<file path="config.mk">
export PLATFORM = sky130hd
export DESIGN_NAME = gat_layer_scheduler
export DESIGN_NICKNAME = d
export VERILOG_FILES = /design/src/rtl/gat_layer_scheduler.sv
export SDC_FILE = /design/constraint.sdc
export NUM_CORES = 1
export LEC_CHECK = 0
export ABC_AREA = 1
export BUFFER_PORTS_ARGS = -buffer_cell sky130_fd_sc_hd__buf_2
export CAP_MARGIN = 20
export CORE_MARGIN = 2
export CORE_UTILIZATION = 30
export CTS_CLUSTER_SIZE = 30
export DETAILED_ROUTE_END_ITERATION = 16
export PLACE_DENSITY = 0.57
export SYNTH_ARGS = -nofsm -noshare
export SYNTH_HDL_FRONTEND = slang
export SYNTH_SLANG_ARGS = --single-unit
</file>
<file path="constraint.sdc">
create_clock -name clk -period 3.2 [get_ports clk]
set_input_delay 0.96 -clock clk [delete_from_list [all_inputs] [get_ports clk]]
set_output_delay 0.96 -clock clk [all_outputs]
set_load 0.03 [all_outputs]
</file>
<file path="src/rtl/gat_layer_scheduler.sv">
// Multi-layer GAT sequencer around gat_top: waits for host loads, runs each layer, then drains the new-feature BRAM into a valid/ready stream.
// Optional watchdog (err_timeout port, TIMEOUT_W parameter) is enabled by defining GAT_SCHED_WATCHDOG_EN.
module gat_layer_scheduler #(
    parameter int NUM_LAYERS         = 2,
    parameter int NEW_FEATURE_DEPTH  = 43328,
    parameter int NEW_FEATURE_ADDR_W = 16,
    parameter int NEW_FEATURE_WIDTH  = 32,
`ifdef GAT_SCHED_WATCHDOG_EN
    parameter int TIMEOUT_W          = 24,
`endif
    parameter int RD_LATENCY         = 2
) (
    input  logic                          clk,
    input  logic                          rst,
    input  logic                          start,
    input  logic                          h_data_bram_load_done,
    input  logic                          h_node_info_bram_load_done,
    input  logic                          wgt_bram_load_done,
    output logic                          wgt_reload_req,
    output logic                          gat_layer,
    output logic                          gat_run,
    input  logic                          gat_ready,
    output logic [NEW_FEATURE_ADDR_W-1:0] feat_bram_addrb,
    input  logic [NEW_FEATURE_WIDTH-1:0]  feat_bram_dout,
    output logic [NEW_FEATURE_WIDTH-1:0]  out_data,
    output logic                          out_valid,
    input  logic                          out_ready,
    output logic                          out_last,
`ifdef GAT_SCHED_WATCHDOG_EN
    output logic                          err_timeout,
`endif
    output logic                          busy,
    output logic                          done,
    output logic [7:0]                    layer_idx
);

    localparam int FIFO_DEPTH = RD_LATENCY + 2;
    localparam int PTR_W      = $clog2(FIFO_DEPTH);
    localparam int CNT_W      = $clog2(FIFO_DEPTH + 1);
    localparam int IDX_W      = NEW_FEATURE_ADDR_W + 1;

    typedef enum logic [2:0] {
        S_IDLE, S_WAIT_LOAD, S_RUN, S_ARM, S_WAIT_DONE, S_WAIT_WGT_LOW, S_WAIT_WGT_HIGH, S_DRAIN
    } state_e;

    state_e                        state_q, state_d;
    logic [7:0]                    layer_q, layer_d;
    logic [NEW_FEATURE_ADDR_W-1:0] addr_q, addr_d;
    logic [IDX_W-1:0]              issue_cnt_q, issue_cnt_d;
    logic [IDX_W-1:0]              out_cnt_q, out_cnt_d;
    logic [RD_LATENCY:0]           rd_vld_q, rd_vld_d;
    logic [CNT_W-1:0]              fifo_cnt_q, fifo_cnt_d;
    logic [PTR_W-1:0]              wr_ptr_q, wr_ptr_d, rd_ptr_q, rd_ptr_d;
    logic [NEW_FEATURE_WIDTH-1:0]  mem [FIFO_DEPTH];

    logic             push, pop, last_word, drain_active, issue;
    logic [CNT_W-1:0] inflight;

    assign push      = rd_vld_q[RD_LATENCY];
    assign out_valid = (fifo_cnt_q != '0);
    assign pop       = out_valid && out_ready;
    assign last_word = (out_cnt_q == IDX_W'(NEW_FEATURE_DEPTH - 1));

`ifdef GAT_SCHED_WATCHDOG_EN
    logic [TIMEOUT_W-1:0] wd_q, wd_d;
    logic                 err_q, err_d, timeout;

    always_comb begin
        timeout = (&wd_q) && (state_q inside {S_ARM, S_WAIT_DONE, S_WAIT_WGT_LOW, S_WAIT_WGT_HIGH});
        err_d   = err_q | timeout;
        wd_d    = (state_d != state_q) ? '0 : ((&wd_q) ? wd_q : wd_q + TIMEOUT_W'(1));
    end

    assign err_timeout = err_q;
`endif

    // NOTE: every combinational output gets a default first so no path leaves it unassigned (no latch).
    always_comb begin
        state_d        = state_q;
        layer_d        = layer_q;
        gat_run        = 1'b0;
        wgt_reload_req = 1'b0;
        done           = 1'b0;
        case (state_q)
            S_IDLE: if (start) begin
                state_d = S_WAIT_LOAD;
                layer_d = '0;
            end
            S_WAIT_LOAD: if (h_data_bram_load_done && h_node_info_bram_load_done && wgt_bram_load_done)
                state_d = S_RUN;
            S_RUN: begin
                gat_run = 1'b1;
                state_d = S_ARM;
            end
            S_ARM: if (!gat_ready) state_d = S_WAIT_DONE;
            S_WAIT_DONE: if (gat_ready) begin
                if (layer_q == 8'(NUM_LAYERS - 1)) begin
                    state_d = S_DRAIN;
                end else begin
                    wgt_reload_req = 1'b1;
                    state_d        = S_WAIT_WGT_LOW;
                end
            end
            S_WAIT_WGT_LOW: if (!wgt_bram_load_done) state_d = S_WAIT_WGT_HIGH;
            S_WAIT_WGT_HIGH: if (wgt_bram_load_done) begin
                layer_d = layer_q + 8'd1;
                state_d = S_RUN;
            end
            S_DRAIN: if (pop && last_word) begin
                done    = 1'b1;
                state_d = S_IDLE;
            end
            default: state_d = S_IDLE;
        endcase
`ifdef GAT_SCHED_WATCHDOG_EN
        if (timeout) begin
            state_d        = S_IDLE;
            layer_d        = layer_q;
            wgt_reload_req = 1'b0;
        end
`endif
    end

    always_comb begin
        inflight = '0;
        for (int i = 0; i <= RD_LATENCY; i++) inflight = inflight + CNT_W'(rd_vld_q[i]);

        // Address 0 goes out on the transition into DRAIN; a word popped this cycle frees its slot now.
        drain_active = (state_q == S_DRAIN) || (state_q == S_WAIT_DONE && state_d == S_DRAIN);
        issue = drain_active && (issue_cnt_q < IDX_W'(NEW_FEATURE_DEPTH)) &&
                ((int'(fifo_cnt_q) + int'(inflight) - int'(pop)) < FIFO_DEPTH);

        addr_d      = issue ? issue_cnt_q[NEW_FEATURE_ADDR_W-1:0] : addr_q;
        issue_cnt_d = issue ? issue_cnt_q + IDX_W'(1) : issue_cnt_q;
        out_cnt_d   = pop ? out_cnt_q + IDX_W'(1) : out_cnt_q;
        if (state_q == S_IDLE) begin
            issue_cnt_d = '0;
            out_cnt_d   = '0;
        end

        rd_vld_d   = {rd_vld_q[RD_LATENCY-1:0], issue};
        fifo_cnt_d = fifo_cnt_q + CNT_W'(push) - CNT_W'(pop);
        wr_ptr_d   = wr_ptr_q;
        rd_ptr_d   = rd_ptr_q;
        if (push) wr_ptr_d = (wr_ptr_q == PTR_W'(FIFO_DEPTH - 1)) ? '0 : wr_ptr_q + PTR_W'(1);
        if (pop)  rd_ptr_d = (rd_ptr_q == PTR_W'(FIFO_DEPTH - 1)) ? '0 : rd_ptr_q + PTR_W'(1);
    end

    // NOTE: sequential state uses non-blocking assignments so all flops update from pre-edge values.
    always_ff @(posedge clk or posedge rst) begin
        if (rst) begin
            state_q     <= S_IDLE;
            layer_q     <= '0;
            addr_q      <= '0;
            issue_cnt_q <= '0;
            out_cnt_q   <= '0;
            rd_vld_q    <= '0;
            fifo_cnt_q  <= '0;
            wr_ptr_q    <= '0;
            rd_ptr_q    <= '0;
`ifdef GAT_SCHED_WATCHDOG_EN
            wd_q        <= '0;
            err_q       <= 1'b0;
`endif
        end else begin
            state_q     <= state_d;
            layer_q     <= layer_d;
            addr_q      <= addr_d;
            issue_cnt_q <= issue_cnt_d;
            out_cnt_q   <= out_cnt_d;
            rd_vld_q    <= rd_vld_d;
            fifo_cnt_q  <= fifo_cnt_d;
            wr_ptr_q    <= wr_ptr_d;
            rd_ptr_q    <= rd_ptr_d;
`ifdef GAT_SCHED_WATCHDOG_EN
            wd_q        <= wd_d;
            err_q       <= err_d;
`endif
        end
    end

    // NOTE: FIFO storage is not reset; the cleared count/pointers make stale entries unreachable.
    always_ff @(posedge clk) begin
        if (push) mem[wr_ptr_q] <= feat_bram_dout;
    end

    fifo_no_overflow: assert property (@(posedge clk) disable iff (rst)
        !(push && !pop && fifo_cnt_q == CNT_W'(FIFO_DEPTH)));

    assign out_data        = out_valid ? mem[rd_ptr_q] : '0;
    assign out_last        = out_valid && last_word;
    assign feat_bram_addrb = addr_q;
    assign layer_idx       = layer_q;
    assign gat_layer       = (layer_q != 8'd0);
    assign busy            = (state_q != S_IDLE);

endmodule
</file>
# Yosys cells after proc, flatten, opt, wreduce, memory -nomap -nowiden
# Memory sizes are Yosys's and may differ from the RTL's.
# Index checks and enable logic that the tools add are counted.
[totals] latch_bits=0 inputBits=40 mem_bits_rw=128 elab_cells=81 out_inout_bits=63 register_bits=71 mem_count=1 romBits=0
[memory_table] memory="mem" depth=4 width=32 rd=1 rd_clocked_by_memory_dff=0 write_ports=1 line_no="54" text="logic [NEW_FEATURE_WIDTH-1:0] mem [FIFO_DEPTH];"
[op_classes] reduce_logical=17 order_cmp=2 muxes=27 bitwise=0 mul=0 eq_ne=14 add_sub_neg=11 shifts=0 n_div=0
[ops] operator="2-to-1 mux 17 bit" count=4
[ops] operator="adder 17 x 1 -> 17 bit, second input constant" count=2
[ops] operator="2-to-1 mux 32 bit" count=1
[ops] operator="case mux 3 bit (8 select lines)" count=1
[ops] operator="2-to-1 mux 3 bit" count=7
[ops] operator="equality test 17 x 16 -> 1 bit, second input constant" count=1
[ops] operator="< comparator 17 x 16 -> 1 bit, second input constant" count=1
[ops] operator="2-to-1 mux 8 bit" count=2
[ops] operator="case mux 8 bit (2 select lines)" count=1
[ops] operator="equality test 3 bit, second input constant" count=5
[ops] operator="adder 8 x 1 -> 8 bit, second input constant" count=1
[ops] operator="equality test 8 x 1 -> 1 bit, second input constant" count=1
[ops] operator="logical AND 1 bit" count=8
[ops] operator="2-to-1 mux 1 bit" count=8
[ops] operator="nonzero test 8 bit" count=1
[ops] operator="equality test 3 x 2 -> 1 bit, second input constant" count=2
[ops] operator="2-to-1 mux 2 bit" count=3
[ops] operator="nonzero test 2 bit" count=3
[ops] operator="nonzero test 3 bit" count=2
[ops] operator="< comparator 5 x 4 -> 1 bit, second input constant" count=1
[ops] operator="subtractor 4 x 1 -> 5 bit" count=1
[ops] operator="adder 2 x 1 -> 2 bit, second input constant" count=2
[ops] operator="adder 3 x 3 -> 4 bit" count=1
[ops] operator="equality test 2 bit, second input constant" count=2
[ops] operator="other kinds (9)" count=10

# Depth between registers and ports, before layout
[logic_depth] ltp_word=12 depth_mapped=22 mapped_depth_nobuf=20

# Least setup slack after synthesis
# No wires, ideal clock.
[synth_timing] path_type="input to register" from="input port out_ready" to="register issue_cnt_q[8]" slack_ps=-234 t_arrival_ps=3368 n_path_buf=3 stages=20 setup_time_ps=67 path_cell_list="nand2_1 -> inv_1 -> clkbuf_1 -> ha_1 -> fa_1 -> inv_1 -> ha_1 -> nand2_1 -> inv_1 -> nand2_1 -> nand2_1 -> nand2_1 -> nand2_1 -> nand2_1 -> nand3_2 -> nand2_2 -> buf_6 -> buf_6 -> nand3_2 -> nand2_1"
[synth_via] elab_chain_cells=10 word_cells_on_any_way=12 cone_classes="add/sub: 1; order compare: 1; eq/ne: 1; mux: 2; reduce/logical: 7"
[synth_lines] item="start, declared" line_no="27" text="input logic out_ready,"
[synth_lines] item="logical AND 1 bit (*)" line_no="61" text="assign pop = out_valid && out_ready;"
[synth_lines] item="named net pop" line_no="56" text="logic push, pop, last_word, drain_active, issue;"
[synth_lines] item="branches (longest 7 deep; another with subtractor 4 x 1 -> 5 bit)"
[synth_lines] item="logical AND 1 bit (*)" line_no="130" text="issue = drain_active && (issue_cnt_q < IDX_W'(NEW_FEATURE_DEPTH)) &&"
[synth_lines] item="nonzero test 2 bit (no line) (*)"
[synth_lines] item="end signal, assigned" line_no="169" text="issue_cnt_q <= issue_cnt_d;"
[synth_lines] item="end, declared" line_no="49" text="logic [IDX_W-1:0] issue_cnt_q, issue_cnt_d;"
# Mark *: on every way through the listed nets, which the timed path passes.
# A chain may end at the register's enable or synchronous reset.

# Worst setup path in the final report
[layout_timing] from="register rd_ptr_q[0]" to="output port out_data[6]"
[layout_via] elab_chain_cells=2
[layout_lines] item="start, declared" line_no="53" text="logic [PTR_W-1:0] wr_ptr_q, wr_ptr_d, rd_ptr_q, rd_ptr_d;"
[layout_lines] item="start signal, assigned" line_no="174" text="rd_ptr_q <= rd_ptr_d;"
[layout_lines] item="memory read (4 x 32 bit)"
[layout_lines] item="2-to-1 mux 32 bit" line_no="190" text="assign out_data = out_valid ? mem[rd_ptr_q] : '0;"
[layout_lines] item="end, declared" line_no="25" text="output logic [NEW_FEATURE_WIDTH-1:0] out_data,"
# Every way passes these cells.

==> results.txt <==
Relative contribution of the clock network to total power - 22.9%
Class of the worst hold path - reg2reg
Dominant cells by area after synthesis - edfxtp_1, dfrtp_1, nor2_1
Worst setup skew after layout - 0.0143 ns
Post-route clock period utilization - 94.4%
Commonest cells after routing, fill and taps aside - nor2_1, nand2_1, edfxtp_1
Final setup fails - 0
CTS root buffer - clkbuf_16
Total number of H-tree levels - 4
Total negative setup slack - 0 ns
Setup fix buffers added after clock tree synthesis - 0
Combinational cell fraction of total power - 42.4%
Quantity of hold-fixing buffers added after cts - 0
Outcome - finished clean
Power density of the placed cells - 868 nW/µm²
Fraction of the core area covered by cells at the end of the flow - 35.6%
Relative area change from synthesis to final layout - 17.5%
Min Clock Period, post-route - 3.02 ns
Synthesized netlist cell count - 955
Clock transition time at the flip-flop clock pins of the worst setup and hold paths - 0.08 ns
Number of buffers on the longest clock path - 2
Synthesized net count - 1015
Via/cell ratio - 4.63
Sequential share of the synthesized area - 60.8%
Actual slew at the worst max-slew pin - 0.566 ns
Setup repair after global routing missed its margin - no
Die width - 180 µm
Clock tree sinks - 199
Reported net switching power - 0.00414 W
FP Rows - 64
Antenna violations before repair - 0
Synth area leader - edfxtp_1
Synth Register Bits - 199
Die height - 180 µm
Initial core utilization - 30.3%
Gr ovfl total - 0
Total wire length after detailed routing - 21200 µm
Initial DRT Pass Iterations - 5
Leakage - 4.49 nW
Share of final-layout standard cells stronger than drive strength 1 - 17.4%
Maximum clock rate - 331 MHz
Cell-internal power - 0.00529 W
Number of antenna repair diodes - 0
Classification of the worst setup path - reg2out
Antenna viol nets, final - 0
Number of top-level pins - 103
Relative contribution of sequential cells to total power - 34.6%
Most common cell after layout, fill and taps aside - nor2_1
Worst skew pair latency - 0.44 ns
Data required time at the worst endpoint - 2.24 ns
Routed WL per cell - 14.5 µm
Reported max-cap violation count - 0
Floorplan core area - 30500 µm²
Total number of vias - 6776
Pin count of the biggest net entering global routing - 72
Switching share of power - 43.9%
Maximum vdd drop - 0.556 mV
Data arrival time at the worst-slack endpoint - 2.06 ns
Global routing usage summed across all routing layers - 13.4%
Slew HR - 62.3%
Count of final hold-check violations - 0
Endpoint kind of the worst setup timing path - output pin
Number of CTS-inserted buffers - 17
Final-stage net count - 1115
Number of global-route vias before repair - 6604
Critical Path Fanout Max - 49
1st-iter DRT viols - 492
Final number of max-transition violations - 0
Setup crit start kind - flop
Quantity of I/O buffers inserted on ports - 102
Half-perimeter wire length after placement - 13100 µm
Distinct cell type count after synthesis - 34
First-pass GRT wire length - 34300 µm
TritonCTS clock tree - done
Total of cells resized after clock tree synthesis - 0
Mean area per synthesized cell - 9.68 µm²
Synth Cell Area - 9250 µm²
Synth warnings - 0
Post-detailed-route DRC marker count - 0
Die area - 32200 µm²
Placer's final routability congestion estimate - 0.856
Fraction of synthesized cell area taken by the top area cell type - 41.6%
## logic make-up after synthesis
family / share of synthesized area (%)
flip-flops: 60.8
adder cells (fa/ha/maj): 2.87
AO/OA/AOI/OAI: 8.70
buffers and inverters: 5.82
XOR/XNOR: 0.947
AND/OR/NAND/NOR: 20.9
## synth_stat cells
cell type,count
o21ai_1,6
and3_1,2
nor3_1,23
nand3_2,11
a21oi_2,1
o21ai_0,91
buf_2,7
nand3b_1,3
nor2_4,2
nor2_2,3
inv_2,3
nor4_1,3
nand3_1,32
edfxtp_1,128
buf_6,4
fa_1,2
ha_1,18
o31ai_1,1
dfrtp_1,71
o21ai_2,4
nor2_1,186
xor2_1,10
o211ai_1,1
a211oi_1,1
nor3_2,1
buf_4,2
clkbuf_1,21
nand4_1,32
a21oi_1,49
nand2_2,4
buf_1,7
inv_1,87
o21a_1,1
nand2_1,138
## worst max-delay path, cell delays in order (launching register included)
cell and delay (ns):
dfrtp_2 0.51, inv_1 0.12, buf_6 0.31, o21ai_0 0.16, a21oi_1 0.25, buf_2 0.24
## worst paths after layout
| path | from | end | slack, ns | depth (start not counted) |
|---|---|---|---|---|
| setup reg to reg | fifo_cnt_q[1] | feat_bram_addrb[3] | 0.41 | 17 |
| min in group asynchronous | rst | rd_vld_q[2] | 0.58 | 3 |
| setup / recovery | rd_ptr_q[0] | out_data[6] | 0.18 | 5 |
| hold / removal | rd_vld_q[1] | rd_vld_q[2] | 0.38 | 0 |
| hold reg to reg | rd_vld_q[1] | rd_vld_q[2] | 0.38 | 0 |
| max in group asynchronous | rst | rd_ptr_q[0] | 2.27 | 3 |
## power by group through the flow
stage	Clock (W)	Combinational (W)	Sequential, W
after CTS	0.00223	0.00406	0.00327
after global placement	0	0.00401	0.00332
after detailed placement	0	0.00404	0.00332
final	0.00216	0.00400	0.00326
after floorplan	0	0.00283	0.00333
after global routing	0.00233	0.00446	0.00330
## layout make-up
type,instances,area (µm²)
Clock buffer,17,425
Clock inverter,15,165
Fill cell,3047,19600
Inverter,90,338
Multi-Input combinational cell,625,3100
Sequential cell,199,5620
Tap cell,396,495
Timing Repair Buffer,122,727
## routing by layer
metal,track usage (%),part of all wire [%],wire length [µm],vias to the layer above
li1,-,-,-,3412
met1,16.8,45,9560,3175
met2,23.2,49,10500,166
met3,2.74,4.0,848,23
met4,4.10,1.5,321,0
met5,0,0,0,-
## metrics by stage
step | instance area [µm²] | instances | power [W] | hold WS, ns | setup WS (ns)
CTS | 10900 | 1464 | 0.00955 | 0.381 | 0.0568
floorplan | 9270 | 955 | 0.00616 | 0.354 | 0.0149
finish | 10900 | 1464 | 0.00943 | 0.383 | 0.178
global placement | 10300 | 1432 | 0.00732 | 0.371 | 0.0896
global route | 10900 | 1464 | 0.0101 | 0.397 | 0.0276
detailed placement | 10300 | 1432 | 0.00736 | 0.363 | 0.0657
## state kept, by name, indices dropped and copies added (netlist names)
register / flops
state_q: 3
layer_idx: 8
rd_vld_q: 3
feat_bram_addrb: 16
rd_ptr_q: 2
fifo_cnt_q: 3
out_cnt_q: 17
issue_cnt_q: 17
mem: 128
wr_ptr_q: 2
(Power assumes the default switching activity.)
